`config.mk`:
```
export PLATFORM = sky130hd
export DESIGN_NAME = if_fetch_unit
export DESIGN_NICKNAME = d
export VERILOG_FILES = /design/src/rtl/if_fetch_unit.sv
export SDC_FILE = /design/constraint.sdc
export NUM_CORES = 1
export LEC_CHECK = 0
export CAP_MARGIN = 5
export CORE_MARGIN = 3
export CORE_UTILIZATION = 37
export DETAILED_ROUTE_END_ITERATION = 7
export MAX_ROUTING_LAYER = met4
export PLACE_DENSITY = 0.68
export SKIP_LAST_GASP = 1
export SLEW_MARGIN = 10
export SYNTH_ARGS = -nofsm -noshare
export SYNTH_HDL_FRONTEND = slang
export SYNTH_SLANG_ARGS = --single-unit
```
`constraint.sdc`:
```
create_clock -name Clk -period 4.2 [get_ports Clk]
set_clock_uncertainty 0.15 [all_clocks]
set_input_delay 0.84 -clock Clk [delete_from_list [all_inputs] [get_ports Clk]]
set_output_delay 0.84 -clock Clk [all_outputs]
set_load 0.02 [all_outputs]
```
`src/rtl/if_fetch_unit.sv`:
```
// Instruction fetch unit: PC, imem req/ack handshake, and an instruction register held stable through HOLD.
// Optional fetch timeout with error pulse when IF_FETCH_TIMEOUT_EN is defined.
module if_fetch_unit #(
  parameter logic [31:0] RESET_PC  = 32'h0,
  parameter int          IMEM_AW   = 10,
  parameter int          TO_CYCLES = 16
) (
  input  logic               Clk,
  input  logic               Reset_n,
  input  logic               PC_Sel,
  input  logic               PC_LdEn,
  input  logic [31:0]        Imm,
  output logic               Imem_Req,
  output logic [IMEM_AW-1:0] Imem_Addr,
  input  logic               Imem_Ack,
  input  logic [31:0]        Imem_Data,
  output logic [31:0]        Instr,
  output logic               Instr_Valid,
  output logic [31:0]        PC,
  output logic               Busy,
  output logic               Fetch_Err
);

  typedef enum logic {FETCH = 1'b0, HOLD = 1'b1} state_t;

  state_t      state, state_nxt;
  logic [31:0] pc_q, instr_q, pc_nxt;
  logic        vld_q;
  logic        cap, ld, to_hit;

  assign cap    = (state == FETCH) && Imem_Ack;
  assign ld     = (state == HOLD) && PC_LdEn;
  assign pc_nxt = PC_Sel ? (pc_q + 32'd4 + (Imm << 2)) : (pc_q + 32'd4);

`ifdef IF_FETCH_TIMEOUT_EN
  localparam logic [7:0] TO_LAST = 8'(TO_CYCLES - 1);
  logic [7:0] to_cnt;
  logic       err_q;

  // An ack on the expiry edge takes priority, so the hit requires !Imem_Ack.
  assign to_hit = (state == FETCH) && !Imem_Ack && (to_cnt == TO_LAST);

  always_ff @(posedge Clk or negedge Reset_n) begin
    if (!Reset_n) begin
      to_cnt <= 8'd0;
      err_q  <= 1'b0;
    end else begin
      err_q <= to_hit;
      if (ld)
        to_cnt <= 8'd0;
      else if ((state == FETCH) && !Imem_Ack)
        to_cnt <= to_cnt + 8'd1;
    end
  end

  assign Fetch_Err = err_q;
`else
  assign to_hit    = 1'b0;
  assign Fetch_Err = 1'b0;
`endif

  always_ff @(posedge Clk or negedge Reset_n) begin
    if (!Reset_n) state <= FETCH;
    else          state <= state_nxt;
  end

  always_comb begin
    state_nxt = state;
    case (state)
      FETCH: if (cap || to_hit) state_nxt = HOLD;
      HOLD:  if (ld)            state_nxt = FETCH;
      default:                  state_nxt = FETCH;
    endcase
  end

  always_comb begin
    Imem_Req = (state == FETCH);
    Busy     = (state == FETCH);
  end

  // Instr only moves on the capture/timeout edge, so it is stable for all of HOLD.
  always_ff @(posedge Clk or negedge Reset_n) begin
    if (!Reset_n) begin
      pc_q    <= RESET_PC;
      instr_q <= 32'h0;
      vld_q   <= 1'b0;
    end else if (cap) begin
      instr_q <= Imem_Data;
      vld_q   <= 1'b1;
    end else if (to_hit) begin
      instr_q <= 32'h0;
      vld_q   <= 1'b1;
    end else if (ld) begin
      pc_q  <= pc_nxt;
      vld_q <= 1'b0;
    end
  end

  assign PC          = pc_q;
  assign Instr       = instr_q;
  assign Instr_Valid = vld_q;
  assign Imem_Addr   = pc_q[IMEM_AW+1:2];

endmodule

```
==> metrics.txt, run 1 <==
synth-to-layout area growth 47.0%; hold slack 0.328 ns; sequential area share after synthesis 32.2%; I/O Pins 147; synthesized flop and latch total 64; Total Nets Final 850; largest net degree at the start of global routing 65; fin. max-slew vios 0; endpoints failing setup 0; n_diodes 0; CP max FO 7; syn_area_per_cell 8.94 µm²; Remaining Overflow, GRT 0; port bufs 141; Worst-Skew Late Latency 0.33 ns; cts hold-fix bufs 0; first-pass GRT wire length 24.9 mm; Initial Util 38.7%; Worst Setup End Kind flip-flop; post-place instance area 6910 µm²; initial antenna violation count 0; CTS Buffer Depth 2; TritonRoute pass-1 iters 5; reg2reg setup slack 0.15 ns; CTS tree built; worst-case vdd ir drop 0.000381 V; Die Footprint 14900 µm²; Die Y-Extent 122 µm; Async S/R FF share, synth 100%; Worst-Margin Slew 0.857 ns; area leader, netlist dfrtp_1; CTS Sinks 64; outcome complete, no violations; vias in the first global route 5061; EDFF count, synth 0; clk slew on worst S/H paths 0.06 ns; Slew Limit Headroom 42.8%; Tmin final 4.05 ns; WP data required 4.27 ns; area share of the largest cell type after synthesis 32.2%; Hold Path Class reg -> reg; total number of yosys warnings 0; unrepaired setup endpoints after global routing true; Reg2Reg Depth 18; Mapped Area 4980 µm²; clk root buf clkbuf_16; Vias 4992; CP Class reg -> reg; Placement Setup Slack 0.0942 ns; post-synth cell types 58; Final Hold Fails 0; critical path launch point type flip-flop; Max Fclk 0.247 GHz; RePlAce Congestion 0.895; max-cap viol count 0; Mapped Cells 557; DP HPWL 11.6 mm; Global Route Usage Sum 21.7%; core area 12900 µm²; Final Cell Area 7320 µm²; count leader, synth dfrtp_1; post-DR wirelength/cell 16.9 µm; num rows 41; DRT iter0 DRCs 395; hold depth 1; chip width 122 µm; Period Utilization, post-route 96.5%; Power, Total 0.00510 W; # DRC 0; top_reg_cell synth dfrtp_1; filler cell count 1139; share of layout cells above drive strength 1 19.5%; setup slack after layout 0.149 ns; # H-tree levels 3; final core occ 56.9%; Pwr per Cell Area 696 nW/µm²; leakage power 3.26 nW; top cells by area, synth dfrtp_1 (32%), ha_1 (9.3%), mux2_2 (7.2%), xnor2_1 (5.1%), a21oi_1 (4.7%); Num CTS Buffers 9; worst endpoint data arrival time 4.12 ns; synth cell count leaders dfrtp_1 (64), a21oi_1 (47), nor2_1 (42); Routed WL 15.6 mm; ANT nets after route 0; vias per cell 5.43
==> metrics by stage <==
| step | cells | TNS, ns |
|---|---|---|
| 6_report | 919 | 0 |
| 5_1_grt | 919 | -0.150 |
| 4_1_cts | 915 | 0 |
| 3_5_place_dp | 900 | 0 |
| 3_3_place_gp | 900 | 0 |
| 2_1_floorplan | 559 | 0 |
==> layout make-up <==
class                   instances  area, µm²  area share (%)
multi-input cells             446       3250            44.3
clock inverters                 3       42.5           0.581
well taps                     172        215            2.94
flip-flops and latches         64       1600            21.9
clock buffers                  12        246            3.37
repair buffers                212       1930            26.4
inverters                      10       37.5           0.513
==> where the power goes <==
| part | internal (W) | switching [W] | leakage (nW) | total, W |
|---|---|---|---|---|
| combinational | 0.00163 | 0.00162 | 2.37 | 0.00325 |
| clock | 0.000472 | 0.000277 | 0.139 | 0.000748 |
| sequential | 0.000837 | 0.000262 | 0.755 | 0.00110 |
==> layer usage <==
metal	up-vias	global-route usage, %	share of wire, %
met5	-	-	0
li1	2381	-	-
met3	32	4.27	6.3
met4	0	9.03	2.4
met1	2365	27.9	45
met2	214	33.6	46
==> worst paths after layout <==
kind | end | startpoint
max in group asynchronous | PC[11]$_DFFE_PN0P_ | Reset_n
min reg2reg | PC[31]$_DFFE_PN0P_ | PC[31]$_DFFE_PN0P_
max reg2reg | PC[31]$_DFFE_PN0P_ | PC[3]$_DFFE_PN0P_
max | PC[31]$_DFFE_PN0P_ | PC[3]$_DFFE_PN0P_
min in group asynchronous | PC[28]$_DFFE_PN0P_ | Reset_n
min | PC[31]$_DFFE_PN0P_ | PC[31]$_DFFE_PN0P_
==> critical path, cell delays in order, from the launching register on <==
cell,delay (ns)
dfrtp_1,0.39
ha_1,0.19
nand3_1,0.13
nor3_2,0.18
nand2_1,0.07
or2_2,0.32
nor3_1,0.20
buf_4,0.16
nand4_1,0.15
xnor2_2,0.19
ha_1,0.30
buf_4,0.17
a21oi_1,0.15
o21ai_0,0.11
a21o_1,0.22
or4_1,0.42
o211ai_2,0.20
a2111oi_4,0.07
xnor2_1,0.15
==> repair_timing <==
| item | CTS | global route |
|---|---|---|
| endpoints found under the setup margin | 0 | 7 |
| gates resized for setup | 0 | 19 |
| setup buffers | 0 | 4 |
==> flip-flops by register name, summed over array words and instances, names as in the netlist <==
name and flops:
Instr_Valid 1, PC 30, Instr 32, state 1
==> layout by cell type (no fill, tap or decap), types with 3 or more instances in the layout <==
master           synthesis  routed
clkdlybuf4s50_1          0     139
a31o_2                   4       4
mux2_2                  32      32
buf_4                   14      71
a31oi_1                  8       8
nand3_1                 18      17
and4_1                   3       3
xnor2_2                  0       4
clkbuf_16                0       9
conb_1                   1       3
o21ai_0                 33      31
inv_1                   10      10
o22a_1                   3       3
a21oi_1                 47      47
nand2_1                 41      40
a21o_1                  20      20
xnor2_1                 29      25
and2_1                   3       3
nand4_1                  9       9
ha_1                    37      37
nor3_1                  17      15
dfrtp_1                 64      64
xor2_1                  22      22
o21bai_1                 6       6
nor3b_1                  3       3
mux2i_1                  5       5
nor2_1                  42      40
and3_1                  14      14
a22oi_1                  8       8
==> kinds of logic (layout without fill, tap and decap cells) <==
kind of cell | after synthesis | after routing | synth area share [%]
AOI/OAI and AO/OA | 153 | 153 | 19.6
xor gates and xnor gates | 51 | 51 | 8.97
adders and majority gates | 38 | 38 | 9.70
buffers and inverters | 49 | 237 | 4.90
DFF | 64 | 64 | 32.2
muxes | 37 | 37 | 8.24
other | 1 | 3 | 0.0753
and+or+nand+nor | 164 | 164 | 16.4
(Power assumes the default switching activity.)
==> inputs of run 2 (changes only) <==
CAP_MARGIN = 0   (was 5)
CORE_UTILIZATION = 44   (was 37)
PLACE_DENSITY = 0.78   (was 0.68)
==> metrics.txt, run 2 (synthesis results as in run 1) <==
outcome complete, no violations; Num CTS Buffers 9 (unchanged); leakage power 3.21 nW (-1.6%); Reg2Reg Depth 17 (-1); most common cell after layout, fill and taps aside clkdlybuf4s50_1; first-pass GRT wire length 25.0 mm (+0.31%); WL met1 6.58 mm (-6.6%); max-cap viol count 0 (unchanged); reg2reg start PC[3]$_DFFE_PN0P_; critical path launch point type flip-flop; Worst R2R End PC[29]$_DFFE_PN0P_; WP data required 4.22 ns (-0.05 ns); Max Used Layer met4; initial antenna violation count 0 (unchanged); vias per cell 5.59 (+3.0%); RePlAce Congestion 0.976 (+9.1%); CTS Buffer Depth 2 (unchanged); CP max FO 4 (-3); hold slack 0.327 ns (-0.00167 ns); reg2reg setup slack 0.17 ns (+0.03 ns); Worst-Skew Late Latency 0.34 ns (about the same); chip width 112 µm (-7.9%); Final Hold Fails 0 (unchanged); filler cell count 899 (-21%); Clk pwr share 15.7% (+1.0 points); Net Sw Frac 42.3% (about the same); max reg flops 32 (unchanged); Die Y-Extent 112 µm (-7.9%); most frequent cells in the layout clkdlybuf4s50_1 (139), buf_4 (63), dfrtp_1 (62), a21oi_1 (47), nand2_1 (41); power share of the combinational group 63.2% (-0.5 points); clk slew on worst S/H paths 0.05 ns (about the same); Vias 4910 (-1.6%); cts hold-fix bufs 0 (unchanged); Pwr per Cell Area 713 nW/µm² (+2.4%); ANT nets after route 0 (unchanged); core area 10900 µm² (-15%); placed insts 859 (-4.6%); # H-tree levels 3 (unchanged); Worst Setup End Kind flip-flop; DRT iter0 DRCs 286 (-28%); CTS Sinks 64 (unchanged); CP Class reg -> reg; Max Fclk 0.248 GHz (+0.63%); Power, Total 0.00515 W (+1.0%); crit path capture PC[29]$_DFFE_PN0P_; Hold Path Class in -> async; share of layout cells above drive strength 1 19.1% (-0.44 points); n_diodes 0 (unchanged); worst-case vdd ir drop 0.000413 V (+8.5%); Routed WL 15.5 mm (-0.67%); Initial Util 45.5% (+6.9 points); I/O Pins 147 (unchanged); num rows 38 (-7.3%); fin. max-slew vios 0 (unchanged); port bufs 141 (unchanged); largest net degree at the start of global routing 59 (-9.2%); clk root buf clkbuf_16; # DRC 0 (unchanged); Period Utilization, post-route 95.9% (-0.60 points); vias in the first global route 5156 (+1.9%); Int Pwr 0.00297 W (+1.1%); area of the multi-input gates 3220 µm² (-0.69%); Slew Limit Headroom 53.4% (+11 points); Global Route Usage Sum 25.1% (+3.5 points); register share of total power 21.2% (-0.4 points); Final Non-Filler Cells 878 (-4.5%); CTS tree built; final core occ 66.1% (+9.2 points); Total Nets Final 842 (-0.94%); worst endpoint data arrival time 4.05 ns (-0.07 ns); setup_tns 0 ns (unchanged); Tmin final 4.03 ns (-0.0253 ns); crit path from PC[3]$_DFFE_PN0P_; post-DR wirelength/cell 17.6 µm (+4.0%); FF+latch area 1600 µm² (+0.16%); Switch Pwr 0.00218 W (+0.99%); metal2 WL 7.43 mm (+3.8%); DP HPWL 11.4 mm (-1.4%); Worst-Margin Slew 0.698 ns (-0.160 ns); TritonRoute pass-1 iters 4 (-1); synth-to-layout area growth 45.0%; metal3 WL 1.22 mm (+24%); endpoints failing setup 0 (unchanged); Die Footprint 12600 µm² (-15%); Remaining Overflow, GRT 0 (unchanged)
-- run 2: how the worst min path moves through the flow --
| stage | start | endpoint | slack, ns | cells past startpoint |
|---|---|---|---|---|
| 6_report | Reset_n | Instr[21]$_DFFE_PN0P_ | 0.33 | 1 |
| 5_1_grt | PC[31]$_DFFE_PN0P_ | PC[31]$_DFFE_PN0P_ | 0.36 | 1 |
| 4_1_cts | Reset_n | PC[28]$_DFFE_PN0P_ | 0.34 | 1 |
| 3_5_place_dp | PC[31]$_DFFE_PN0P_ | PC[31]$_DFFE_PN0P_ | 0.34 | 1 |
| 3_3_place_gp | PC[31]$_DFFE_PN0P_ | PC[31]$_DFFE_PN0P_ | 0.32 | 1 |
| 2_1_floorplan | state$_DFF_PN0_ | state$_DFF_PN0_ | 0.36 | 2 |
-- run 2: stage by stage --
step           area (µm²)  setup WS [ns]
5_1_grt              7220        -0.0394
4_1_cts              7110         0.0319
6_report             7220          0.174
3_5_place_dp         6800       -0.00507
3_3_place_gp         6800          0.136
2_1_floorplan        4990         0.0264
-- run 2: worst max-delay path, cell delays in order (launching register included) --
cell	delay, ns
dfrtp_1	0.40
and3_4	0.23
nand2_2	0.06
or3_4	0.42
buf_4	0.17
nor2_1	0.08
nand2_1	0.07
xnor2_1	0.22
ha_1	0.31
and2_1	0.19
a41o_1	0.24
a31oi_1	0.15
buf_4	0.16
a21oi_1	0.09
a221o_1	0.39
a311oi_2	0.32
a41o_1	0.13
a31oi_1	0.09
-- run 2: cell type report --
type	count	share of cell area (%)
flip-flops and latches	64	22.2
multi-input cells	446	44.6
clock inverters	4	0.970
clock buffers	10	3.31
repair buffers	204	25.9
well taps	140	2.43
inverters	10	0.520
-- run 2: per-layer routing --
| layer | vias up | global-route usage, % |
|---|---|---|
| met5 | - | - |
| met4 | 0 | 8.97 |
| met3 | 19 | 6.85 |
| met2 | 192 | 40.0 |
| met1 | 2331 | 30.9 |
| li1 | 2368 | - |
-- run 2: power groups by stage --
| stage | clock, W | sequential [W] | combinational (W) |
|---|---|---|---|
| finish | 0.000807 | 0.00109 | 0.00325 |
| detailed placement | 0 | 0.00109 | 0.00315 |
| global route | 0.000838 | 0.00112 | 0.00354 |
| floorplan | 0 | 0.00134 | 0.00166 |
| global placement | 0 | 0.00107 | 0.00307 |
| CTS | 0.000818 | 0.00108 | 0.00318 |
-- run 2: what timing repair did --
action	4_1_cts	5_1_grt
endpoints found under the setup margin	1	7
setup buffers	0	5
pin swaps	0	4
endpoints found under the hold margin	0	0
resized for setup	1	19
